<file path="src/rtl/div_unit.sv">
// div_unit: multi-cycle restoring shift-subtract divider for DIV/DIVU with EX stall request.
// result_o = {remainder, quotient}; one quotient bit per cycle, sign fix-up on entry to END.
module div_unit #(
  parameter int WIDTH = 32
) (
  input  logic               clk,
  input  logic               rst,
  input  logic               start_i,
  input  logic               signed_div_i,
  input  logic [WIDTH-1:0]   opdata1_i,
  input  logic [WIDTH-1:0]   opdata2_i,
  input  logic               annul_i,
  output logic [2*WIDTH-1:0] result_o,
  output logic               ready_o,
  output logic               stallreq_o
);
  typedef enum logic [1:0] {FREE, BYZERO, ON, END} state_t;
  localparam int CW = $clog2(WIDTH);
  state_t state, state_n;
  logic [CW-1:0] cnt;
  logic [WIDTH-1:0] dq, dvs, rem, rem_n, dq_n, q_fix, r_fix, abs1, abs2;
  logic [WIDTH:0] shifted, diff;
  logic neg_q, neg_r, qbit, last;
  assign stallreq_o = start_i & ~ready_o & ~annul_i;
  // dq holds the unconsumed dividend bits in its top and the growing quotient in its bottom
  always_comb begin
    abs1 = signed_div_i && opdata1_i[WIDTH-1] ? -opdata1_i : opdata1_i;
    abs2 = signed_div_i && opdata2_i[WIDTH-1] ? -opdata2_i : opdata2_i;
    shifted = {rem, dq[WIDTH-1]};
    diff = shifted - {1'b0, dvs};
    qbit = ~diff[WIDTH];
    rem_n = qbit ? diff[WIDTH-1:0] : shifted[WIDTH-1:0];
    dq_n = {dq[WIDTH-2:0], qbit};
    q_fix = neg_q ? -dq_n : dq_n;
    r_fix = neg_r ? -rem_n : rem_n;
    last = cnt == CW'(WIDTH - 1);
    state_n = state;
    if (annul_i) state_n = FREE;
    else
      case (state)
        FREE:    state_n = !start_i ? FREE : opdata2_i == '0 ? BYZERO : ON;
        BYZERO:  state_n = start_i ? END : FREE;
        ON:      state_n = !start_i ? FREE : last ? END : ON;
        default: state_n = start_i ? END : FREE;
      endcase
  end
  always_ff @(posedge clk or negedge rst) begin
    if (!rst) begin
      state <= FREE;
      cnt <= '0;
      dq <= '0;
      dvs <= '0;
      rem <= '0;
      neg_q <= 1'b0;
      neg_r <= 1'b0;
      result_o <= '0;
      ready_o <= 1'b0;
    end else begin
      state <= state_n;
      ready_o <= state_n == END;
      result_o <= state_n != END ? '0 : state == ON ? {r_fix, q_fix} : result_o;
      if (state == FREE && state_n == ON) begin
        dq <= abs1;
        dvs <= abs2;
        rem <= '0;
        cnt <= '0;
        neg_q <= signed_div_i & (opdata1_i[WIDTH-1] ^ opdata2_i[WIDTH-1]);
        neg_r <= signed_div_i & opdata1_i[WIDTH-1];
      end else if (state == ON) begin
        dq <= dq_n;
        rem <= rem_n;
        cnt <= cnt + 1'b1;
      end
    end
  end
endmodule

</file>
<file path="config.mk">
export PLATFORM = sky130hd
export DESIGN_NAME = div_unit
export DESIGN_NICKNAME = d
export VERILOG_FILES = /design/src/rtl/div_unit.sv
export SDC_FILE = /design/constraint.sdc
export NUM_CORES = 1
export LEC_CHECK = 0
export BUFFER_PORTS_ARGS = -buffer_cell sky130_fd_sc_hd__buf_2
export CAP_MARGIN = 5
export CELL_PAD_IN_SITES_DETAIL_PLACEMENT = 1
export CELL_PAD_IN_SITES_GLOBAL_PLACEMENT = 1
export CORE_AREA = 3 3 192 194
export DETAILED_ROUTE_END_ITERATION = 6
export DIE_AREA = 0 0 195 197
export PLACE_DENSITY = 0.71
export SLEW_MARGIN = 20
export SYNTH_ARGS = -nofsm -noshare
export SYNTH_HDL_FRONTEND = slang
export SYNTH_SLANG_ARGS = --single-unit
</file>
<file path="constraint.sdc">
create_clock -name clk -period 12.65 [get_ports clk]
set_input_delay 0.6325 -clock clk [delete_from_list [all_inputs] [get_ports clk]]
set_output_delay 0.6325 -clock clk [all_outputs]
set_load 0.1 [all_outputs]
</file>
==> results of run 1 <==
-- per-layer routing --
metal  global-route usage [%]  routed length (um)
met5                        0                   0
met1                    29.77               19740
met2                    37.65               20800
met4                    6.285                1006
met3                    2.564                1630
-- cells by family after synthesis --
family | count (synthesis) | share of synthesized area [%]
buf+inv | 140 | 4.419
fa+ha+maj | 39 | 4.041
xor+xnor | 130 | 9.287
simple gates | 580 | 22.22
compound gates | 429 | 22.44
mux | 35 | 2.898
flops | 170 | 34.70
-- worst paths after layout --
kind	endpoint	from
worst max-delay path	result_o[60]$_DFFE_PN0P_	dq[31]$_DFFE_PN0P_
worst min-delay path	dvs[26]$_DFFE_PN0P_	rst
worst max register to register	result_o[60]$_DFFE_PN0P_	dq[31]$_DFFE_PN0P_
worst min register to register	dvs[0]$_DFFE_PN0P_	dvs[0]$_DFFE_PN0P_
max in group asynchronous	result_o[33]$_DFFE_PN0P_	rst
min in group clk	dvs[0]$_DFFE_PN0P_	dvs[0]$_DFFE_PN0P_
-- layout by cell type, fill, tap and decap left out, types with 11 or more instances in the layout --
cell type,count
mux2i_1,31
buf_4,11
nor4_1,19
or3_1,19
inv_1,49
buf_2,133
a31oi_1,37
a211oi_1,34
nand2_1,207
nand3_1,62
nand2b_1,11
a21oi_1,97
dfrtp_1,170
o31ai_1,22
nor2_1,149
nor3_1,28
xor2_1,71
clkbuf_16,17
o21ai_0,129
nand4_1,14
xnor2_1,59
and2_1,18
o211ai_1,12
ha_1,38
-- synthesized netlist by cell type, drive strengths merged, types with 19 or more instances --
library cell	instances	area share, %
o21ai	138	5.6
xor2	71	5.1
xnor2	59	4.2
dfrtp	170	35
or3	19	0.97
nor3	30	1.4
mux2i	31	2.5
nand3	63	2.6
nor2	150	4.7
nor4	19	0.97
o31ai	23	1.5
a21oi	98	4.1
ha	38	3.9
clkbuf	73	2.2
inv	50	1.5
a31oi	37	1.9
a211oi	35	2.2
nand2	209	6.4
-- critical path, cell delays in order (launching register included) --
cell,delay [ns]
dfrtp_1,0.42
inv_1,0.07
ha_1,0.23
fa_1,0.40
nand2b_1,0.19
a211oi_2,0.45
o211ai_2,0.26
a21oi_4,0.26
nor3_4,0.12
nor2_8,0.59
inv_2,0.46
a21oi_1,0.37
ha_1,0.28
and3_1,0.21
nand3_1,0.10
a222oi_1,0.72
nand2_1,0.28
nor4_1,0.41
mux2i_1,0.25
a21oi_1,0.09
-- where the power goes --
part	internal [mW]	total (mW)	switching [mW]
registers	0.620	0.732	0.113
clock network	0.267	0.545	0.278
logic	0.554	1.61	1.06
total	1.44	2.89	1.45
-- layout make-up --
class	instances	share of cell area, %
Sequential cell	170	30.68
Clock buffer	17	3.068
Multi-Input combinational cell	1213	53.99
Timing Repair Buffer	145	5.477
Tap cell	461	4.160
Inverter	50	1.354
Clock inverter	15	1.272
-- stage by stage --
| stage | std cells | power (mW) |
|---|---|---|
| floorplan | 1523 | 1.851 |
| global placement | 2039 | 2.277 |
| detailed placement | 2039 | 2.316 |
| CTS | 2071 | 2.873 |
| global route | 2071 | 3.072 |
| finish | 2071 | 2.887 |
-- flip-flops by register name (all words and copies together), names as in the netlist --
register	count
result_o	64
state	2
neg_q	1
dq	32
dvs	32
neg_r	1
cnt	5
rem	32
ready_o	1
==> impl_metrics.env, run 1 <==
export IMPL_synth_area_sq_um=12260
export IMPL_setup_ws_ns=6.340
export IMPL_regArea_sq_um=4254
export IMPL_status="finished clean"
export IMPL_fp_row_count=69
export IMPL_cts_tree="done"
export IMPL_design_area_sq_um=13870
export IMPL_antenna_found_initial=0
export IMPL_timing_final_max_slew_violations=0
export IMPL_boundaryPins=135
export IMPL_setup_viol=0
export IMPL_yosys_warnings=0
export IMPL_ctsLongestPathBuffers=2
export IMPL_cts_htree_levels=4
export IMPL_r2r_slack_ns=6.34
export IMPL_multi_input_area_sq_um=7486
export IMPL_antenna_cells=0
export IMPL_final_antenna_net_count=0
export IMPL_synth_area_per_cell_sq_um=8.050
export IMPL_maxCapViolCount=0
export IMPL_drive_gt1_share_pct=13.29
export IMPL_placed_cell_area_sq_um=13260
export IMPL_overflow=0
export IMPL_min_path_type="in2async"
export IMPL_clock_latency_ns=0.46
export IMPL_place_congestion=0.8642
export IMPL_wl_um=43180
export IMPL_avgViaCountPerCell=5.696
export IMPL_period_needed_ns=6.311
export IMPL_cts_sinks=170
export IMPL_crit_type="reg2reg"
export IMPL_rsz0062_at_grt="false"
export IMPL_wire_per_inst_um=20.85
export IMPL_tightest_slew_ns=1.032
export IMPL_core_sq_um=35400
export IMPL_area_growth_syn_to_layout_pct=13.09
export IMPL_power_density_nw_per_um2=208.2
export IMPL_grt_pass1_vias=12068
export IMPL_start_util_pct=34.64
export IMPL_port_buffers=134
export IMPL_drt_pass1_iter_count=5
export IMPL_peakVddDrop_v=0.0001195
export IMPL_synth_edf_count=0
export IMPL_die_w_um=195
export IMPL_crit_required_ns=12.97
export IMPL_vias=11796
export IMPL_worst_ep_arrival_time_ns=6.63
export IMPL_dpl_hpwl_um=32640
export IMPL_end_kind="register"
export IMPL_drcViolationCount=0
export IMPL_postCtsSetupBuffers=0
export IMPL_async_reset_ff_share_pct=100.0
export IMPL_die_height_um=197
export IMPL_clk_pin_slew_ns=0.09
export IMPL_p_leak_nw=6.074
export IMPL_die_area_sq_um=38420
export IMPL_pre_cts_ws_ns=6.564
export IMPL_grt_max_degree=99
export IMPL_ys_seq_area_share_pct=34.70
export IMPL_hold_violations=0
export IMPL_fin_setup_tns_ns=0
export IMPL_synth_seq_cells=170
export IMPL_worst_slew_margin_rel_pct=30.53
export IMPL_r2r_worst_path_cells=19
export IMPL_clockRootBuffer="clkbuf_16"
export IMPL_synth_nets=1631
export IMPL_fillCellCount=4321
export IMPL_cts_buffers=17
export IMPL_finish_net_count=1705
export IMPL_skew_ns=0.01978
export IMPL_finish_utilization_pct=39.17
export IMPL_synthDistinctLibCells=83
export IMPL_critical_path_peak_fanout=42
export IMPL_clock_fmax_mhz=158.5
export IMPL_track_usage_pct=22.08
export IMPL_grt_first_pass_wirelength_um=68110
export IMPL_drt_iter0_markers=734
export IMPL_setup_worst_path_start_class="register"
export IMPL_post_cts_resized=0
export IMPL_hold_worst_slack_ns=0.3060
export IMPL_syn_inst=1523
export IMPL_period_share_pct=49.89
export IMPL_hold_buffers=0
export IMPL_ys_flop_type="dfrtp_1"
(Power assumes the default switching activity.)
==> run 2: changes to the inputs <==
==> constraint.sdc (replaced) <==
create_clock -name clk -period 6.54 [get_ports clk]
set_input_delay 0.327 -clock clk [delete_from_list [all_inputs] [get_ports clk]]
set_output_delay 0.327 -clock clk [all_outputs]
set_load 0.1 [all_outputs]
==> run 2 against run 1 <==
Count of clock-buffer cells in the layout did not move. Fmax rose by 11%. Worst setup slack got worse by 5.5 ns. Die area did not move. Total power rose by 95%. Critical endpoint unchanged. Largest cell class unchanged. Largest power group unchanged.
==> impl_metrics.env, run 2 (synthesis gave the netlist of run 1 again) <==
export IMPL_status="finished clean"
export IMPL_ctsLongestPathBuffers=2
export IMPL_hold_violations=0
export IMPL_setup_worst_path_start_class="register"
export IMPL_p_leak_nw=6.101
export IMPL_drive_gt1_share_pct=13.44
export IMPL_wl_um=43100
export IMPL_final_common_cell="nand2_1"
export IMPL_combPwrFrac_pct=55.6
export IMPL_cts_buffers=17
export IMPL_core_sq_um=35400
export IMPL_regArea_sq_um=4254
export IMPL_antenna_cells=0
export IMPL_boundaryPins=135
export IMPL_rsz0062_at_grt="false"
export IMPL_track_usage_pct=22.38
export IMPL_fin_cells=2075
export IMPL_fillCellCount=4346
export IMPL_fp_row_count=69
export IMPL_clk_pin_slew_ns=0.09
export IMPL_setup_viol=0
export IMPL_place_congestion=0.8514
export IMPL_die_height_um=197
export IMPL_die_w_um=195
export IMPL_period_share_pct=86.89
export IMPL_min_path_type="in2reg"
export IMPL_start_util_pct=34.64
export IMPL_port_buffers=134
export IMPL_crit_type="reg2reg"
export IMPL_cts_htree_levels=4
export IMPL_crit_required_ns=6.87
export IMPL_timing_final_max_slew_violations=0
export IMPL_critical_path_peak_fanout=42
export IMPL_pre_cts_ws_ns=1.009
export IMPL_worst_ep_arrival_time_ns=6.02
export IMPL_dpl_hpwl_um=32880
export IMPL_postCtsSetupBuffers=0
export IMPL_grt_first_pass_wirelength_um=68840
export IMPL_dpl_cell_count=2042
export IMPL_drcViolationCount=0
export IMPL_clockRootBuffer="clkbuf_16"
export IMPL_tightest_slew_ns=1.050
export IMPL_swShare_pct=49.79
export IMPL_avgViaCountPerCell=5.686
export IMPL_pwr_share_seq_pct=25.1
export IMPL_regMostFlops="result_o"
export IMPL_internal_power_mw=2.833
export IMPL_maxCapViolCount=0
export IMPL_cts_sinks=170
export IMPL_power_density_nw_per_um2=405.6
export IMPL_overflow=0
export IMPL_die_area_sq_um=38420
export IMPL_final_cell_mix="207 x nand2_1, 170 x dfrtp_1, 149 x nor2_1, 133 x buf_2, 129 x o21ai_0"
export IMPL_drt_pass1_iter_count=6
export IMPL_period_needed_ns=5.683
export IMPL_end_kind="register"
export IMPL_setup_ws_ns=0.8574
export IMPL_clock_fmax_mhz=176.0
export IMPL_wire_per_inst_um=20.77
export IMPL_worst_slew_margin_rel_pct=29.34
export IMPL_peakVddDrop_v=0.0002536
export IMPL_hold_worst_slack_ns=0.1935
export IMPL_netSwitchingPower_mw=2.809
export IMPL_cts_tree="done"
export IMPL_finish_net_count=1709
export IMPL_multi_input_area_sq_um=7486
export IMPL_finish_utilization_pct=39.30
export IMPL_drt_iter0_markers=765
export IMPL_largest_reg_flops=64
export IMPL_vias=11799
export IMPL_antenna_found_initial=0
export IMPL_skew_ns=0.02725
export IMPL_clock_latency_ns=0.47
export IMPL_fin_setup_tns_ns=0
export IMPL_grt_max_degree=76
export IMPL_final_antenna_net_count=0
export IMPL_clock_power_share_pct=19.4
export IMPL_grt_pass1_vias=12088
export IMPL_area_growth_syn_to_layout_pct=13.46
run 2: stage by stage:
step	total power, mW	instance area, sq um
2_1_floorplan	3.581	12260
3_3_place_gp	4.435	13290
3_5_place_dp	4.513	13290
4_1_cts	5.633	13910
5_1_grt	6.021	13910
6_report	5.642	13910
run 2: path summary, 6_finish.rpt:
kind | cells past startpoint | slack, ns | endpoint | startpoint
worst min-delay path | 3 | 0.19 | state[0]$_DFF_PN0_ | start_i
worst max-delay path | 20 | 0.86 | result_o[60]$_DFFE_PN0P_ | dq[31]$_DFFE_PN0P_
worst min register to register | 2 | 0.50 | dvs[0]$_DFFE_PN0P_ | dvs[0]$_DFFE_PN0P_
worst max register to register | 20 | 0.86 | result_o[60]$_DFFE_PN0P_ | dq[31]$_DFFE_PN0P_
max in group asynchronous | 3 | 4.81 | result_o[33]$_DFFE_PN0P_ | rst
min in group asynchronous | 2 | 0.46 | result_o[58]$_DFFE_PN0P_ | rst
run 2: what timing repair did:
item,CTS,global route
endpoints found under the hold margin,68,0
hold buffers,1,0
gates resized for setup,0,0
run 2: area by class of cell:
type | instances | area share, %
clock buffers | 17 | 3.058
clock inverters | 15 | 1.358
inverters | 50 | 1.349
multi-input cells | 1213 | 53.81
flip-flops and latches | 170 | 30.58
well taps | 461 | 4.146
repair buffers | 149 | 5.693
run 2: power by group through the flow:
stage	sequential [mW]	combinational [mW]	clock (mW)
floorplan	1.33	2.25	0
global placement	1.42	3.01	0
detailed placement	1.43	3.08	0
CTS	1.41	3.11	1.11
global route	1.44	3.43	1.15
finish	1.41	3.14	1.09
run 2: layer usage:
metal	track usage (%)	part of all wire (%)	vias up
met4	6.918	2.5	0
met1	30.95	47	5874
li1	-	-	5628
met3	2.701	2.9	59
met5	0	0	-
met2	36.87	48	238
run 2: critical path, stage by stage, from the launching register on:
cell      delay [ns]
dfrtp_1         0.45
inv_1           0.07
ha_1            0.22
fa_1            0.40
nand2b_1        0.19
a211oi_2        0.47
o211ai_2        0.25
a21oi_4         0.25
nor3_4          0.11
nor2_8          0.61
inv_2           0.22
a21oi_1         0.33
ha_1            0.26
and3_1          0.21
nand3_1         0.11
a222oi_1        0.39
buf_4           0.20
nand2_1         0.13
nor4_1          0.38
mux2i_1         0.23
a21oi_1         0.08
